<file path="src/rtl/gcd_pkg.sv">
// Shared types and constants for the GCD engine.
//   state_t  : controller states
//   MODE_SUB : subtractive Euclid algorithm select
//   MODE_BIN : binary (Stein) algorithm select
package gcd_pkg;

  typedef enum logic [2:0] {
    IDLE,
    CHECK,
    SUB,
    BIN,
    DONE
  } state_t;

  localparam logic MODE_SUB = 1'b0;
  localparam logic MODE_BIN = 1'b1;

endpackage

</file>
<file path="src/rtl/gcd_step.sv">
// One combinational GCD iteration step.
//   a, b     : current operands
//   k        : current common power-of-two count (binary mode)
//   mode     : MODE_SUB or MODE_BIN
//   a_next, b_next, k_next : operand/shift values for the next cycle
//   eq       : operands are equal; iteration terminates this cycle
module gcd_step
  import gcd_pkg::*;
#(
  parameter int WIDTH   = 16,
  parameter int SHIFT_W = 5
) (
  input  logic [WIDTH-1:0]   a,
  input  logic [WIDTH-1:0]   b,
  input  logic [SHIFT_W-1:0] k,
  input  logic               mode,
  output logic [WIDTH-1:0]   a_next,
  output logic [WIDTH-1:0]   b_next,
  output logic [SHIFT_W-1:0] k_next,
  output logic               eq
);

  always_comb begin
    a_next = a;
    b_next = b;
    k_next = k;
    eq     = (a == b);
    if (!eq) begin
      if (mode == MODE_SUB) begin
        if (a > b) a_next = a - b;
        else       b_next = b - a;
      end else begin
        // Priority order: common factor of two, then single evens,
        // then odd-odd subtract (difference is even, so halve it too).
        if (!a[0] && !b[0]) begin
          a_next = a >> 1;
          b_next = b >> 1;
          k_next = k + SHIFT_W'(1);
        end else if (!a[0]) begin
          a_next = a >> 1;
        end else if (!b[0]) begin
          b_next = b >> 1;
        end else if (a > b) begin
          a_next = (a - b) >> 1;
        end else begin
          b_next = (b - a) >> 1;
        end
      end
    end
  end

endmodule

</file>
<file path="src/rtl/gcd_engine.sv">
// Iterative GCD coprocessor (subtractive Euclid or binary Stein).
//   clk, rst_n          : clock, async active-low reset
//   in_valid/in_ready   : operand handshake (accepted only in IDLE)
//   a_in, b_in, mode    : operands and algorithm select, sampled on accept
//   out_valid/out_ready : result handshake (held in DONE)
//   gcd_out             : GCD result
//   iter_out            : iteration cycles used, saturating
//   zero_err            : both operands were zero
module gcd_engine
  import gcd_pkg::*;
#(
  parameter int WIDTH   = 16,
  parameter int ITER_W  = 17,
  parameter int SHIFT_W = 5
) (
  input  logic              clk,
  input  logic              rst_n,
  input  logic              in_valid,
  output logic              in_ready,
  input  logic [WIDTH-1:0]  a_in,
  input  logic [WIDTH-1:0]  b_in,
  input  logic              mode,
  output logic              out_valid,
  input  logic              out_ready,
  output logic [WIDTH-1:0]  gcd_out,
  output logic [ITER_W-1:0] iter_out,
  output logic              zero_err
);

  state_t              state_q, state_d;
  logic [WIDTH-1:0]    a_q, b_q, res_q;
  logic [SHIFT_W-1:0]  k_q;
  logic [ITER_W-1:0]   cnt_q;
  logic                mode_q, zero_q;

  logic [WIDTH-1:0]    a_nx, b_nx;
  logic [SHIFT_W-1:0]  k_nx;
  logic                eq;

  gcd_step #(
    .WIDTH  (WIDTH),
    .SHIFT_W(SHIFT_W)
  ) u_step (
    .a     (a_q),
    .b     (b_q),
    .k     (k_q),
    .mode  (mode_q),
    .a_next(a_nx),
    .b_next(b_nx),
    .k_next(k_nx),
    .eq    (eq)
  );

  always_ff @(posedge clk or negedge rst_n) begin
    if (!rst_n) state_q <= IDLE;
    else        state_q <= state_d;
  end

  always_comb begin
    state_d   = state_q;
    in_ready  = (state_q == IDLE);
    out_valid = (state_q == DONE);
    case (state_q)
      IDLE:    if (in_valid) state_d = CHECK;
      CHECK:   if (a_q == '0 || b_q == '0) state_d = DONE;
               else if (mode_q == MODE_BIN) state_d = BIN;
               else state_d = SUB;
      SUB,
      BIN:     if (eq) state_d = DONE;
      DONE:    if (out_ready) state_d = IDLE;
      default: state_d = IDLE;
    endcase
  end

  always_ff @(posedge clk or negedge rst_n) begin
    if (!rst_n) begin
      a_q    <= '0;
      b_q    <= '0;
      k_q    <= '0;
      cnt_q  <= '0;
      res_q  <= '0;
      mode_q <= MODE_SUB;
      zero_q <= 1'b0;
    end else begin
      case (state_q)
        IDLE: if (in_valid) begin
          a_q    <= a_in;
          b_q    <= b_in;
          mode_q <= mode;
          k_q    <= '0;
          cnt_q  <= '0;
          res_q  <= '0;
          zero_q <= 1'b0;
        end
        CHECK: begin
          if (a_q == '0 && b_q == '0) zero_q <= 1'b1;
          else if (a_q == '0)         res_q  <= b_q;
          else if (b_q == '0)         res_q  <= a_q;
        end
        SUB, BIN: begin
          if (cnt_q != '1) cnt_q <= cnt_q + ITER_W'(1);
          if (eq) begin
            res_q <= (mode_q == MODE_BIN) ? (a_q << k_q) : a_q;
          end else begin
            a_q <= a_nx;
            b_q <= b_nx;
            k_q <= k_nx;
          end
        end
        default: ;
      endcase
    end
  end

  assign gcd_out  = res_q;
  assign iter_out = cnt_q;
  assign zero_err = zero_q;

endmodule

</file>
<file path="config.mk">
export PLATFORM = sky130hd
export DESIGN_NAME = gcd_engine
export DESIGN_NICKNAME = d
export VERILOG_FILES = /design/src/rtl/gcd_pkg.sv /design/src/rtl/gcd_step.sv /design/src/rtl/gcd_engine.sv
export SDC_FILE = /design/constraint.sdc
export NUM_CORES = 1
export LEC_CHECK = 0
export CAP_MARGIN = 25
export CORE_MARGIN = 10
export CORE_UTILIZATION = 40
export DETAILED_ROUTE_END_ITERATION = 16
export DONT_BUFFER_PORTS = 1
export PLACE_DENSITY_LB_ADDON = 0.05
export SYNTH_ARGS = -nofsm -noshare
export SYNTH_HDL_FRONTEND = slang
export SYNTH_SLANG_ARGS = --single-unit
</file>
<file path="constraint.sdc">
create_clock -name clk -period 3 [get_ports clk]
set_input_delay 0.6 -clock clk [delete_from_list [all_inputs] [get_ports clk]]
set_output_delay 0.6 -clock clk [all_outputs]
set_load 0.01 [all_outputs]
</file>
==> results.md <==
- Setup repair after global routing could not meet its margin everywhere.
- The later pin in the worst-skew pair is clocked with a latency of 0.35 ns.
- The clock arrives with 0.0138 ns of skew.
- Data on the critical path is required at its endpoint by 3.28 ns.
- The maximum number of pins on one net before global-route repair is 76.
- In this run, synthesis produced a sequential element count of 75.
- The async set-or-reset flop fraction in the synthesized netlist is 1.00.
- The total number of H-tree levels is 3.
- The count of non-filler cells in the finished layout is 1105.
- The floorplan step set the die width to 149 um.
- The post-route antenna net violation count is 0.
- Traced cell by cell, the critical path runs through ha_2 > fa_2 > nand2b_4 > a211oi_4 > o311ai_4 > a21o_4 > nor3_4 > buf_12 > buf_4 > a221oi_1 > a2bb2oi_1 > o21ai_1.
- In this run the cell area of the synthesized design comes to 6640 um^2.
- The first global-routing pass estimated 37.1 mm of wire.
- TritonCTS created 9 clock buffers.
- The run finished with clean final reports.
- By startpoint and endpoint, the worst setup path is classified as flip-flop to flip-flop.
- Wires add up to 24.4 mm.
- The via count of the first global-routing pass is 6614.
- 0 antenna diodes ended up in the layout.
- Leaving out fill and tap cells, the most frequent cell in the layout is buf_4.
- The fraction of the yosys area taken by sequential cells is 0.283.
- The type of destination of the critical path is a flip-flop.
- The net count after synthesis is 897.
- Setup violations remaining at the end of the flow were counted as 0.
- The synthesized area divided by synthesized cell count is 8.08 um^2.
- The met3 usage in global routing is 0.0540.
- The slew at the pin closest to its max-slew limit is 0.674 ns.
- The clock period minus final worst setup slack is 2.90 ns.
- In this run the critical register-to-register path is launched from b_q[0]$_DFFE_PN0P_.
- The master of the slowest instance on the critical path is dfrtp_1.
- After clock tree synthesis, the clock-pin slew on the worst setup and hold paths is 0.07 ns.
- The fraction of met1 tracks used by global routing is 0.269.
- The max-slew headroom at the worst pin is 0.551.
- For met2 alone, demand over resource in global routing was 0.336.
- In the final design database the tool counted 955 nets.
- The iteration-0 DRC count of the detailed router is 630.
- The gate count of the mapped netlist is 822.
- The number of antenna violations at the first check in global routing is 0.
- After detailed placement, the design holds a cell count of 1079.
- The final-layout fill cell count is 1626.
- The delay contributed by the slowest stage of the critical path is 0.42 ns.
- The achievable clock frequency is 345 MHz.
- After floorplanning, the core was divided into 47 placement rows.
- The fraction of the core area covered by cells at the end of the flow is 0.486.
- The overall global routing resource usage is 0.214.
- In this run the worst hold path is classified as input pin to asynchronous set/reset pin.
- At the worst endpoint, the arrival time is 3.18 ns.
- The final-report hold violation count was 0.
- The congestion estimate from routability-driven global placement came to 0.956.
- The number of DRC violations after detailed routing is 0.
- The number of buffers inserted by port buffering is 0.
- Along the worst path, the maximum fanout reaches 6.
- The initial cell density of the core is 0.405.
- The max-slew violation count was 0.
- The cell at the root of the clock tree is clkbuf_16.
- The area of the core is 16400 um^2.
- The number of enable flip-flop cells after synthesis is 0.
- The fraction of the cycle the final worst path needs is 0.967.
- The routing layer with the top usage in global route is met2.
- In this run the critical register-to-register path is captured at a_q[9]$_DFFE_PN0P_.
- The die covers 22200 um^2.
- The worst reg-to-reg path cell count is 12.
- The overall overflow remaining after global route is 0.
- The fraction of final layout cells with drive strength greater than 1 is 0.206.
- TritonCTS built the clock tree.
- Summing all non-filler instances in the final layout gives an area of 7980 um^2.
- In this run the vertical extent of the chip is 149 um.
- The number of distinct library cell variants in the gate-level netlist after synthesis is 74.
- The via density per instance is 5.95.
- The area growth from synthesis to final layout is 20.1%.
- The number of maximum-capacitance constraint violations is 0.
- The most frequently used flop master after synthesis is dfrtp_1.
- The library cells used most frequently in the layout, excluding fill and tap cells, are buf_4, nand2_1, dfrtp_1, nor2_1, o21ai_0.
- Summing all placed instances gives a cell area of 7450 um^2.
- STA classifies the critical path startpoint as a flip-flop.
- Dividing the detail-routed wire length by the instance count gives 22.1 um.
- Yosys printed 0 warnings.
- The worst-case clock buffer depth is 2.
- The worst setup slack for register-to-register paths is 0.1 ns.
- The number of sinks handled by clock tree synthesis is 75.
- For this block, the via count after detailed routing is 6572.
- Before antenna repair, the detailed router went through 6 iterations.
- Summed over all nets, the half-perimeter wirelength after detailed placement is 18.9 mm.
- The top-level port count is 73.
==> metal layers <==
metal,routed length (um),up-vias
met5,0,-
met4,931,0
met3,1820,65
met2,11000,266
met1,10700,3147
li1,-,3094
==> critical path: cells and delay by family (launching register included) <==
family / cells / cell delay (ns)
adders and majority gates: 2 / 0.56
DFF: 1 / 0.42
buffers and inverters: 2 / 0.29
and+or+nand+nor: 2 / 0.41
AOI/OAI and AO/OA: 6 / 1.14
==> per-stage QoR <==
stage | hold slack [ns] | TNS [ns] | worst slack (ns)
6_report | 0.150 | 0 | 0.0977
2_1_floorplan | 0.304 | 0 | 0.0147
4_1_cts | 0.158 | 0 | 0.00263
3_5_place_dp | 0.308 | 0 | 0.0130
5_1_grt | 0.171 | -0.0854 | -0.0666
3_3_place_gp | 0.308 | -0.0392 | -0.0386
==> synth_stat cells (all sizes together), types with 11 or more instances <==
cell	instances	area [um^2]
nand2	89	334
dfrtp	75	1880
ha	36	450
inv	40	150
nor2	72	278
o21ai	86	434
nand2b	12	75.1
nand3	17	85.1
a21oi	62	329
clkbuf	35	131
buf	29	191
mux2i	22	220
a221oi	23	201
a2bb2oi	11	96.3
xor2	19	166
xnor2	23	201
==> timing repair <==
| item | 4_1_cts | 5_1_grt |
|---|---|---|
| setup endpoints to repair | 3 | 31 |
| gates resized for setup | 4 | 21 |
| endpoints found under the hold margin | 75 | 0 |
| cloned | 0 | 1 |
| hold buffers | 1 | 0 |
| pin swaps | 0 | 10 |
| setup buffers | 0 | 8 |
==> worst max path at each step <==
stage / from / to / slack (ns) / cells after the start
2_1_floorplan: a_q[0]$_DFFE_PN0P_ / a_q[0]$_DFFE_PN0P_ / 0.01 / 13
3_3_place_gp: b_q[0]$_DFFE_PN0P_ / a_q[3]$_DFFE_PN0P_ / -0.04 / 11
3_5_place_dp: b_q[0]$_DFFE_PN0P_ / a_q[3]$_DFFE_PN0P_ / 0.01 / 11
4_1_cts: a_q[6]$_DFFE_PN0P_ / b_q[11]$_DFFE_PN0P_ / 0.003 / 11
5_1_grt: a_q[0]$_DFFE_PN0P_ / gcd_out[13]$_DFFE_PN0P_ / -0.07 / 13
6_report: b_q[0]$_DFFE_PN0P_ / a_q[9]$_DFFE_PN0P_ / 0.1 / 12
==> registers in the layout (all words and copies together) (netlist names) <==
register  cells
b_q          16
k_q           5
a_q          16
state_q       3
iter_out     17
gcd_out      16
mode_q        1
zero_err      1
==> logic make-up after synthesis <==
logic type / after synthesis / share of synthesized area
flip-flops: 75 / 0.283
buffers and inverters: 107 / 0.0729
multiplexers: 32 / 0.0535
adder cells (fa/ha/maj): 38 / 0.0739
AND/OR/NAND/NOR: 246 / 0.172
AO/OA/AOI/OAI: 282 / 0.290
XOR/XNOR: 42 / 0.0554
==> area by class of cell <==
| class | count | area (um^2) | area share |
|---|---|---|---|
| Clock buffer | 10 | 239 | 0.0300 |
| Clock inverter | 6 | 70.1 | 0.00878 |
| Inverter | 43 | 161 | 0.0202 |
| Multi-Input combinational cell | 640 | 4400 | 0.552 |
| Sequential cell | 75 | 1880 | 0.236 |
| Tap cell | 220 | 275 | 0.0345 |
| Timing Repair Buffer | 111 | 946 | 0.119 |
Power is not shown: default switching activity piles up to over one toggle a cycle in this logic, so the estimate is an artifact.
